`config.mk`:
```
export PLATFORM = sky130hd
export DESIGN_NAME = uart_tx_core_flat
export DESIGN_NICKNAME = d
export VERILOG_FILES = /design/src/rtl/uart_pkg.sv /design/src/rtl/uart_tx_core_if.sv /design/src/rtl/uart_baud_gen.sv /design/src/rtl/uart_tx_core.sv /design/src/flat_wrapper.sv
export SDC_FILE = /design/constraint.sdc
export NUM_CORES = 1
export LEC_CHECK = 0
export BUFFER_PORTS_ARGS = -buffer_cell sky130_fd_sc_hd__buf_2
export CAP_MARGIN = 20
export CORE_ASPECT_RATIO = 1.5
export CORE_MARGIN = 4
export CORE_UTILIZATION = 40
export DETAILED_ROUTE_END_ITERATION = 10
export HOLD_SLACK_MARGIN = 0.15
export PLACE_DENSITY = 0.68
export SLEW_MARGIN = 10
export SYNTH_ARGS = -nofsm -noshare
export SYNTH_HDL_FRONTEND = slang
export SYNTH_HIERARCHICAL = 1
export SYNTH_SLANG_ARGS = --single-unit
export TNS_END_PERCENT = 30
```
`constraint.sdc`:
```
create_clock -name clock -period 1.9 [get_ports clock]
set_input_delay 0.285 -clock clock [delete_from_list [all_inputs] [get_ports clock]]
set_output_delay 0.285 -clock clock [all_outputs]
set_load 0.01 [all_outputs]
```
`src/rtl/uart_pkg.sv`:
```
// uart_pkg: shared state type, frame width and divisor helper
// for the 8N1 UART transmit path.
package uart_pkg;

    typedef enum logic [1:0] {
        IDLE  = 2'd0,
        START = 2'd1,
        DATA  = 2'd2,
        STOP  = 2'd3
    } uart_state_e;

    localparam int DATA_BITS = 8;

    // Clocks per baud tick, rounded to the nearest integer.
    function automatic int calc_div(
        input int clk_freq,
        input int baud,
        input int oversample
    );
        int den;
        den = baud * oversample;
        return (clk_freq + den / 2) / den;
    endfunction

endpackage

```
`src/rtl/uart_tx_core_if.sv`:
```
// uart_tx_core_if: host byte request side plus the serial line
// and debug observation signals of the transmitter.
interface uart_tx_core_if;
    import uart_pkg::*;

    logic [DATA_BITS-1:0] tx_in;
    logic                 tx_start;
    logic                 tx;
    logic                 tx_done;
    logic                 baud_tick;
    uart_state_e          state;

    modport master (
        output tx_in,
        output tx_start,
        input  tx,
        input  tx_done,
        input  baud_tick,
        input  state
    );

    modport slave (
        input  tx_in,
        input  tx_start,
        output tx,
        output tx_done,
        output baud_tick,
        output state
    );

endinterface

```
`src/rtl/uart_baud_gen.sv`:
```
// uart_baud_gen: free-running divider, one-clock tick every
// DIV clocks, independent of the framing FSM.
module uart_baud_gen #(
    parameter int DIV = 104
) (
    input  logic clock,
    input  logic reset,
    output logic baud_tick
);

    localparam int CW = (DIV > 1) ? $clog2(DIV) : 1;
    localparam logic [CW-1:0] LAST = CW'(DIV - 1);

    logic [CW-1:0] cnt;

    always_ff @(posedge clock or negedge reset) begin
        if (!reset) begin
            cnt <= '0;
        end else if (cnt == LAST) begin
            cnt <= '0;
        end else begin
            cnt <= cnt + CW'(1);
        end
    end

    assign baud_tick = (cnt == LAST);

endmodule

```
`src/rtl/uart_tx_core.sv`:
```
// uart_tx_core: 8N1 serialiser. Start bit, 8 data bits LSB
// first, stop bit; every bit is OVERSAMPLE baud ticks long.
module uart_tx_core
    import uart_pkg::*;
#(
    parameter int CLK_FREQ   = 16_000_000,
    parameter int BAUD       = 9600,
    parameter int OVERSAMPLE = 16
) (
    input logic           clock,
    input logic           reset,
    uart_tx_core_if.slave bus
);

    localparam int DIV = calc_div(CLK_FREQ, BAUD, OVERSAMPLE);
    localparam int TW  = (OVERSAMPLE > 1) ? $clog2(OVERSAMPLE) : 1;
    localparam int IW  = $clog2(DATA_BITS);
    localparam logic [TW-1:0] TICK_LAST = TW'(OVERSAMPLE - 1);
    localparam logic [IW-1:0] IDX_LAST  = IW'(DATA_BITS - 1);

    logic                 tick;
    logic                 bit_end;
    uart_state_e          state_q, state_d;
    logic [TW-1:0]        cnt_q, cnt_d;
    logic [IW-1:0]        idx_q, idx_d;
    logic [DATA_BITS-1:0] sh_q, sh_d;
    logic                 tx_q, tx_d;
    logic                 done_q, done_d;

    uart_baud_gen #(
        .DIV(DIV)
    ) u_baud (
        .clock    (clock),
        .reset    (reset),
        .baud_tick(tick)
    );

    assign bit_end = tick && (cnt_q == TICK_LAST);

    always_comb begin
        state_d = state_q;
        cnt_d   = cnt_q;
        idx_d   = idx_q;
        sh_d    = sh_q;
        done_d  = 1'b0;
        tx_d    = 1'b1;

        unique case (state_q)
            IDLE: begin
                if (bus.tx_start) begin
                    sh_d    = bus.tx_in;
                    cnt_d   = '0;
                    state_d = START;
                end
            end
            START: begin
                if (bit_end) begin
                    cnt_d   = '0;
                    idx_d   = '0;
                    state_d = DATA;
                end else if (tick) begin
                    cnt_d = cnt_q + TW'(1);
                end
            end
            DATA: begin
                if (bit_end) begin
                    sh_d  = sh_q >> 1;
                    cnt_d = '0;
                    if (idx_q == IDX_LAST) begin
                        state_d = STOP;
                    end else begin
                        idx_d = idx_q + IW'(1);
                    end
                end else if (tick) begin
                    cnt_d = cnt_q + TW'(1);
                end
            end
            STOP: begin
                if (bit_end) begin
                    cnt_d   = '0;
                    done_d  = 1'b1;
                    state_d = IDLE;
                end else if (tick) begin
                    cnt_d = cnt_q + TW'(1);
                end
            end
        endcase

        // Line level follows the next state so tx is a clean flop.
        unique case (1'b1)
            state_d == START: tx_d = 1'b0;
            state_d == DATA:  tx_d = sh_d[0];
            default:          tx_d = 1'b1;
        endcase
    end

    always_ff @(posedge clock or negedge reset) begin
        if (!reset) begin
            state_q <= IDLE;
            cnt_q   <= '0;
            idx_q   <= '0;
            sh_q    <= '0;
            tx_q    <= 1'b1;
            done_q  <= 1'b0;
        end else begin
            state_q <= state_d;
            cnt_q   <= cnt_d;
            idx_q   <= idx_d;
            sh_q    <= sh_d;
            tx_q    <= tx_d;
            done_q  <= done_d;
        end
    end

    assign bus.tx        = tx_q;
    assign bus.tx_done   = done_q;
    assign bus.baud_tick = tick;
    assign bus.state     = state_q;

endmodule

```
`src/flat_wrapper.sv`:
```
// flat-port wrapper written by rule: the top's interface ports become plain ports
module uart_tx_core_flat import uart_pkg::*;
#(
    parameter int CLK_FREQ   = 16_000_000,
    parameter int BAUD       = 9600,
    parameter int OVERSAMPLE = 16
)
  (clock, reset, bus_tx_in, bus_tx_start, bus_tx, bus_tx_done, bus_baud_tick, bus_state);
  uart_tx_core_if bus_i ();
  input logic clock;
  input logic reset;
  input wire logic [$bits(bus_i.tx_in)-1:0] bus_tx_in;
  input wire logic [$bits(bus_i.tx_start)-1:0] bus_tx_start;
  output wire logic [$bits(bus_i.tx)-1:0] bus_tx;
  output wire logic [$bits(bus_i.tx_done)-1:0] bus_tx_done;
  output wire logic [$bits(bus_i.baud_tick)-1:0] bus_baud_tick;
  output wire logic [$bits(bus_i.state)-1:0] bus_state;
  assign bus_i.tx_in = bus_tx_in;
  assign bus_i.tx_start = bus_tx_start;
  assign bus_tx = bus_i.tx;
  assign bus_tx_done = bus_i.tx_done;
  assign bus_baud_tick = bus_i.baud_tick;
  assign bus_state = bus_i.state;
  uart_tx_core #(.CLK_FREQ(CLK_FREQ), .BAUD(BAUD), .OVERSAMPLE(OVERSAMPLE)) u_core (.clock(clock), .reset(reset), .bus(bus_i));
endmodule
```
Word-level counts from Yosys, hierarchy flattened --
Index checks and enable logic that the tools add are counted.
Storage, ports and cells: register bits after elaboration 26, latch bits 0, memory bits (writable) 0, bits in read-only memories 0, input port bits 11, output and inout port bits 5, word-level logic and storage cells 53, memories kept 0
Operators by class: add/sub/neg operators 3, multipliers 0, divide/modulo/power cells 0, order comparisons 0, eq/ne operators 13, shift-type cells 0, multiplexer cells 21, bitwise logic cells 0, reductions and logical operators 8
Operators with widths (count):
- $mux W8 | 2
- $pmux W8 S2 | 1
- $mux W4 | 3
- $mux W2 | 5
- $mux W3 | 3
- $pmux W2 S4 | 1
- $pmux W4 S2 | 1
- $add A7 B1 Y7 const B | 1
- $eq A7 B7 Y1 const B | 1
- $mux W7 | 1
- $eq A2 B2 Y1 const B | 3
- $pmux W3 S2 | 1
- $add A4 B1 Y4 const B | 1
- $eq A2 B1 Y1 const B | 2
- $eq A4 B4 Y1 const B | 1
- $ne A2 B1 Y1 const B | 2
- $ne A2 B2 Y1 const B | 2
- $reduce_and A4 Y1 | 1
- $reduce_bool A2 Y1 | 2
- $add A3 B1 Y3 const B | 1
- $eq A3 B3 Y1 const B | 1
- $ne A3 B1 Y1 const B | 1
- $reduce_and A3 Y1 | 1
- $reduce_or A3 Y1 | 1
- other kinds (5) | 6

Logic depth before layout (Yosys ltp) --
depth after elaboration 6, depth in mapped cells 8, mapped depth without buffers 7

Hierarchy --
Netlist, hierarchy kept.
Modules (own cells, without submodules):
- uart_tx_core | instances 1, cells an instance 96, area each 972.2 um^2, sequential area each 476.7 um^2
- uart_baud_gen | instances 1, cells an instance 28, area each 327.8 um^2, sequential area each 175.2 um^2

Least setup slack after synthesis --
No wires, ideal clock.
path kind reg2reg, start reg u_core.u_baud.cnt[0], end reg u_core.tx_q (netlist: u_core/bus.tx), setup time 0.083 ns, arrival 2.116 ns, required time 1.817 ns, slack -0.299 ns, stages on the path, launching flop included 9, buffers on the path 1, clock period less this slack 2.199 ns, cell sequence dfrtp_1 > ha_1 > nand3_1 > nor4_4 > and4_1 > buf_6 > a31oi_4 > a221o_1 > o32a_1
On the way: elaborated cells between the ends (all ways) 11, those cells by class 3 x eq/ne; 7 x mux; 1 x reduce/logical
RTL lines:
- start: declaration | RTL line uart_baud_gen.sv:14 | logic [CW-1:0] cnt;
- start signal: assignment | RTL line uart_baud_gen.sv:22 | cnt <= cnt + CW'(1);
- $eq A7 B7 Y1 | RTL line uart_baud_gen.sv:26 | assign baud_tick = (cnt == LAST);
- net bus_baud_tick | RTL line flat_wrapper.sv:16 | output wire logic [$bits(bus_i.baud_tick)-1:0] bus_baud_tick;
- $logic_and A1 B1 Y1 | RTL line uart_tx_core.sv:38 | assign bit_end = tick && (cnt_q == TICK_LAST);
- $mux W8 | RTL line uart_tx_core.sv:66 | if (bit_end) begin
- $pmux W8 S2 | RTL line uart_tx_core.sv:48 | unique case (state_q)
- net u_core.sh_d[0] | RTL line uart_tx_core.sv:26 | logic [DATA_BITS-1:0] sh_q, sh_d;
- $pmux W1 S2 | RTL line uart_tx_core.sv:90 | unique case (1'b1)
- net u_core.tx_d | RTL line uart_tx_core.sv:27 | logic tx_q, tx_d;
- end signal: assignment | RTL line uart_tx_core.sv:110 | tx_q <= tx_d;
- end: declaration | RTL line uart_tx_core.sv:27
The timed path passes the listed nets, and every way through them passes these cells. The select of a mux whose other input is x is not followed. A chain may end at the register's enable or synchronous reset.

Worst setup path after layout --
start reg u_core.u_baud.cnt[0], end reg u_core.tx_q (netlist: u_core/bus.tx)
On the way: elaborated cells between the ends (all ways) 11, those cells by class 3 x eq/ne; 7 x mux; 1 x reduce/logical
RTL lines (RTL line):
- $eq A7 B7 Y1 | uart_baud_gen.sv:26
- $logic_and A1 B1 Y1 | uart_tx_core.sv:38
- $mux W8 | uart_tx_core.sv:66
- $pmux W8 S2 | uart_tx_core.sv:48
- net u_core.sh_d[0] | uart_tx_core.sv:26
- $pmux W1 S2 | uart_tx_core.sv:90
- net u_core.tx_d | uart_tx_core.sv:27
The timed path passes the listed nets, and every way through them passes these cells. The select of a mux whose other input is x is not followed.

==> results.py <==
metrics = {
    "run_status": {
        "status": "complete, no violations",
    },
    "critical_path": {
        "critPathBufInv": 0,
        "path_max_fanout": 5,
        "crit_start": "u_core/u_baud/cnt[0]",
        "r2r_end": "u_core/bus.tx",
        "worstSetupPathType": "flop to flop",
        "cp-end-kind": "flop",
        "crit_family": "simple AND/OR/NAND/NOR gates",
        "timing.rr.start": "u_core/u_baud/cnt[0]",
        "cp.arrival_ps": 2030,
        "path_cells": "ha_4 -> nand3_4 -> nor4_4 -> and4_4 -> a31oi_4 -> a221o_1 -> o32a_1",
        "reg2reg_depth": 7,
        "crit_slowest_cell": "dfrtp_1",
        "cp.required_ps": 2100,
        "r2r_slack_ps": 70,
        "start_kind": "flop",
        "max_stage_delay_ps": 400,
    },
    "die": {
        "core-area_um2": 3130,
        "die_h_um": 77.8,
        "die_w_um": 54.5,
        "boundaryPins": 16,
        "die-area_um2": 4240,
        "core.rowCount": 25,
        "initial_core_util": 0.416,
    },
    "global_routing": {
        "grt_use_total": 0.141,
        "overflow": 0,
        "grt_pass1_vias": 1051,
        "grt_pass1_wl_um": 4430,
        "grt_max_degree": 27,
        "antenna_found_initial": 0,
    },
    "timing": {
        "tightest_slew_ps": 563,
        "max_slew_margin": 0.625,
        "rsz0062_at_grt": "true",
        "drv_slew": 0,
        "fmax_ghz": 0.547,
        "timing.hold.ws_ps": 230,
        "hold_violations": 0,
        "finalCritPeriodShare": 0.962,
        "finalCriticalPeriod_ps": 1830,
        "fin_skew_ps": 7.75,
        "setup_viol": 0,
    },
    "final_layout": {
        "diodes": 0,
        "postLayoutCellArea_um2": 1620,
        "fin_util": 0.516,
        "final_cell_mix": "dfrtp_1, nand2_1, buf_2, buf_4, a22oi_1",
        "layout_commonest_cell": "dfrtp_1",
        "drive_above_1_share": 0.318,
        "syn_to_final_growth_pct": 24.3,
        "layout.cells.non_filler": 194,
        "final_nets": 170,
    },
    "yosys": {
        "synth_area_um2": 1300,
        "synth_cells": 124,
        "syn_avg_cell_area_um2": 10.5,
        "ys_seq_elements": 26,
        "yosys_warnings": 6,
        "async_reset_ff_frac": 1.00,
        "yosysUniqueCellTypes": 43,
        "synth_edf_count": 0,
        "ys.flop_type": "dfrtp_1",
        "seq_area_frac_synth": 0.501,
        "syn-num-nets": 139,
    },
    "power": {
        "peakVddDrop_mv": 0.308,
        "power.leakage_nw": 0.758,
        "powerDensity_nw_per_um2": 674,
    },
    "route": {
        "drt-total-wl_um": 2640,
        "vias_per_cell": 5.35,
        "dr.pass1.iters": 4,
        "num_vias": 1037,
        "drc": 0,
        "avgRoutedWirePerCell_um": 13.6,
        "ant_nets": 0,
        "initialDrtViolationCount": 18,
    },
    "place": {
        "dp.final_hpwl_um": 1960,
        "dpl_cell_area_um2": 1510,
        "gp_congestion": 0.822,
        "dpl.cell_count": 189,
        "io_buffers": 15,
    },
    "flow_run": {
        "drv_cap": 0,
    },
    "clock_network": {
        "clk_latency_ps": 270,
        "cts.clk_slew.worst_paths_ps": 90,
        "max-clock-path-buffers": 2,
        "htreeDepth": 1,
        "cts_tree": "yes",
        "cts_root_buffer": "clkbuf_8",
        "cts_buffers": 3,
        "clock_sinks": 26,
    },
    "worst_hold_path": {
        "hold-path-endpoint": "u_core/sh_q[7]",
        "hold_class": "input pin to flop",
        "min_path_cells": 3,
        "min-delay-start": "bus_tx_in[7]",
    },
}
## worst reg2reg max path: stages (launching register included)
cell and delay, ps:
dfrtp_1 400, ha_4 160, nand3_4 90, nor4_4 220, and4_4 300, a31oi_4 90
a221o_1 330, o32a_1 180
## metal layers
metal | global-route usage | up-vias | part of all wire
li1 | - | 503 | -
met1 | 0.150 | 519 | 0.42
met2 | 0.253 | 11 | 0.54
met3 | 0.0230 | 4 | 0.020
met4 | 0.0673 | 0 | 0.020
met5 | 0 | - | 0
## registers in the layout, indices dropped and copies added, names as in the netlist
signal / flops
u_core/bus.state: 2
u_core/idx_q: 3
u_core/cnt_q: 4
u_core/bus.tx: 1
u_core/u_baud/cnt: 7
u_core/sh_q: 8
u_core/bus.tx_done: 1
## cells by family (layout without fill, tap and decap cells)
logic type,after synthesis,in the layout,share of synthesized area
muxes,1,1,0.00866
xor gates and xnor gates,3,3,0.0202
buffers and inverters,10,40,0.0443
AOI/OAI and AO/OA,32,32,0.182
and+or+nand+nor,48,48,0.205
adders and majority gates,4,4,0.0385
DFF,26,26,0.501
## final cells by class
cell class,count,area [µm²]
clock inverter,1,30.0
clock buffer,3,41.3
fill,279,1510
timing repair buffer,30,190
multi-input combinational,88,629
inverter,6,22.5
tap,40,50.0
sequential,26,652
## worst max path at each step
stage	cells past startpoint	endpoint
2_1_floorplan	8	u_core/bus.tx
3_3_place_gp	7	u_core/bus.tx
3_5_place_dp	7	u_core/bus.tx
4_1_cts	7	u_core/bus.tx
5_1_grt	8	u_core/bus.tx
6_report	7	u_core/bus.tx
## report_power, final
part | switching, mW | internal (mW) | leakage, nW
clock | 0.168 | 0.282 | 0.0357
sequential | 0.0156 | 0.577 | 0.326
combinational | 0.0259 | 0.0211 | 0.397
## what timing repair did
action	CTS	global route
buffers inserted	0	0
hold buffers	1	0
setup endpoints to repair	0	5
resized for setup	0	4
endpoints found under the hold margin	25	0
## stage by stage
step	power [mW]	setup slack, ps	TNS, ps
final	1.09	71.9	0
after global routing	1.14	-62.5	-62.5
after CTS	1.10	10.3	0
after detailed placement	0.650	25.7	0
after global placement	0.646	74.4	0
after floorplan	0.619	-261	-1220
## Yosys cell counts (all sizes together), types with 2 or more instances
cell,n,area share
a21oi,4,0.018
a22o,2,0.013
a22oi,8,0.046
buf,4,0.027
dfrtp,25,0.48
ha,4,0.039
inv,6,0.017
nand2,18,0.054
nand3,4,0.015
nor2,7,0.020
nor2b,3,0.014
nor3,6,0.032
o21ai,8,0.031
o31ai,2,0.012
xor2,2,0.013
Power figures use the tool's default switching activity.
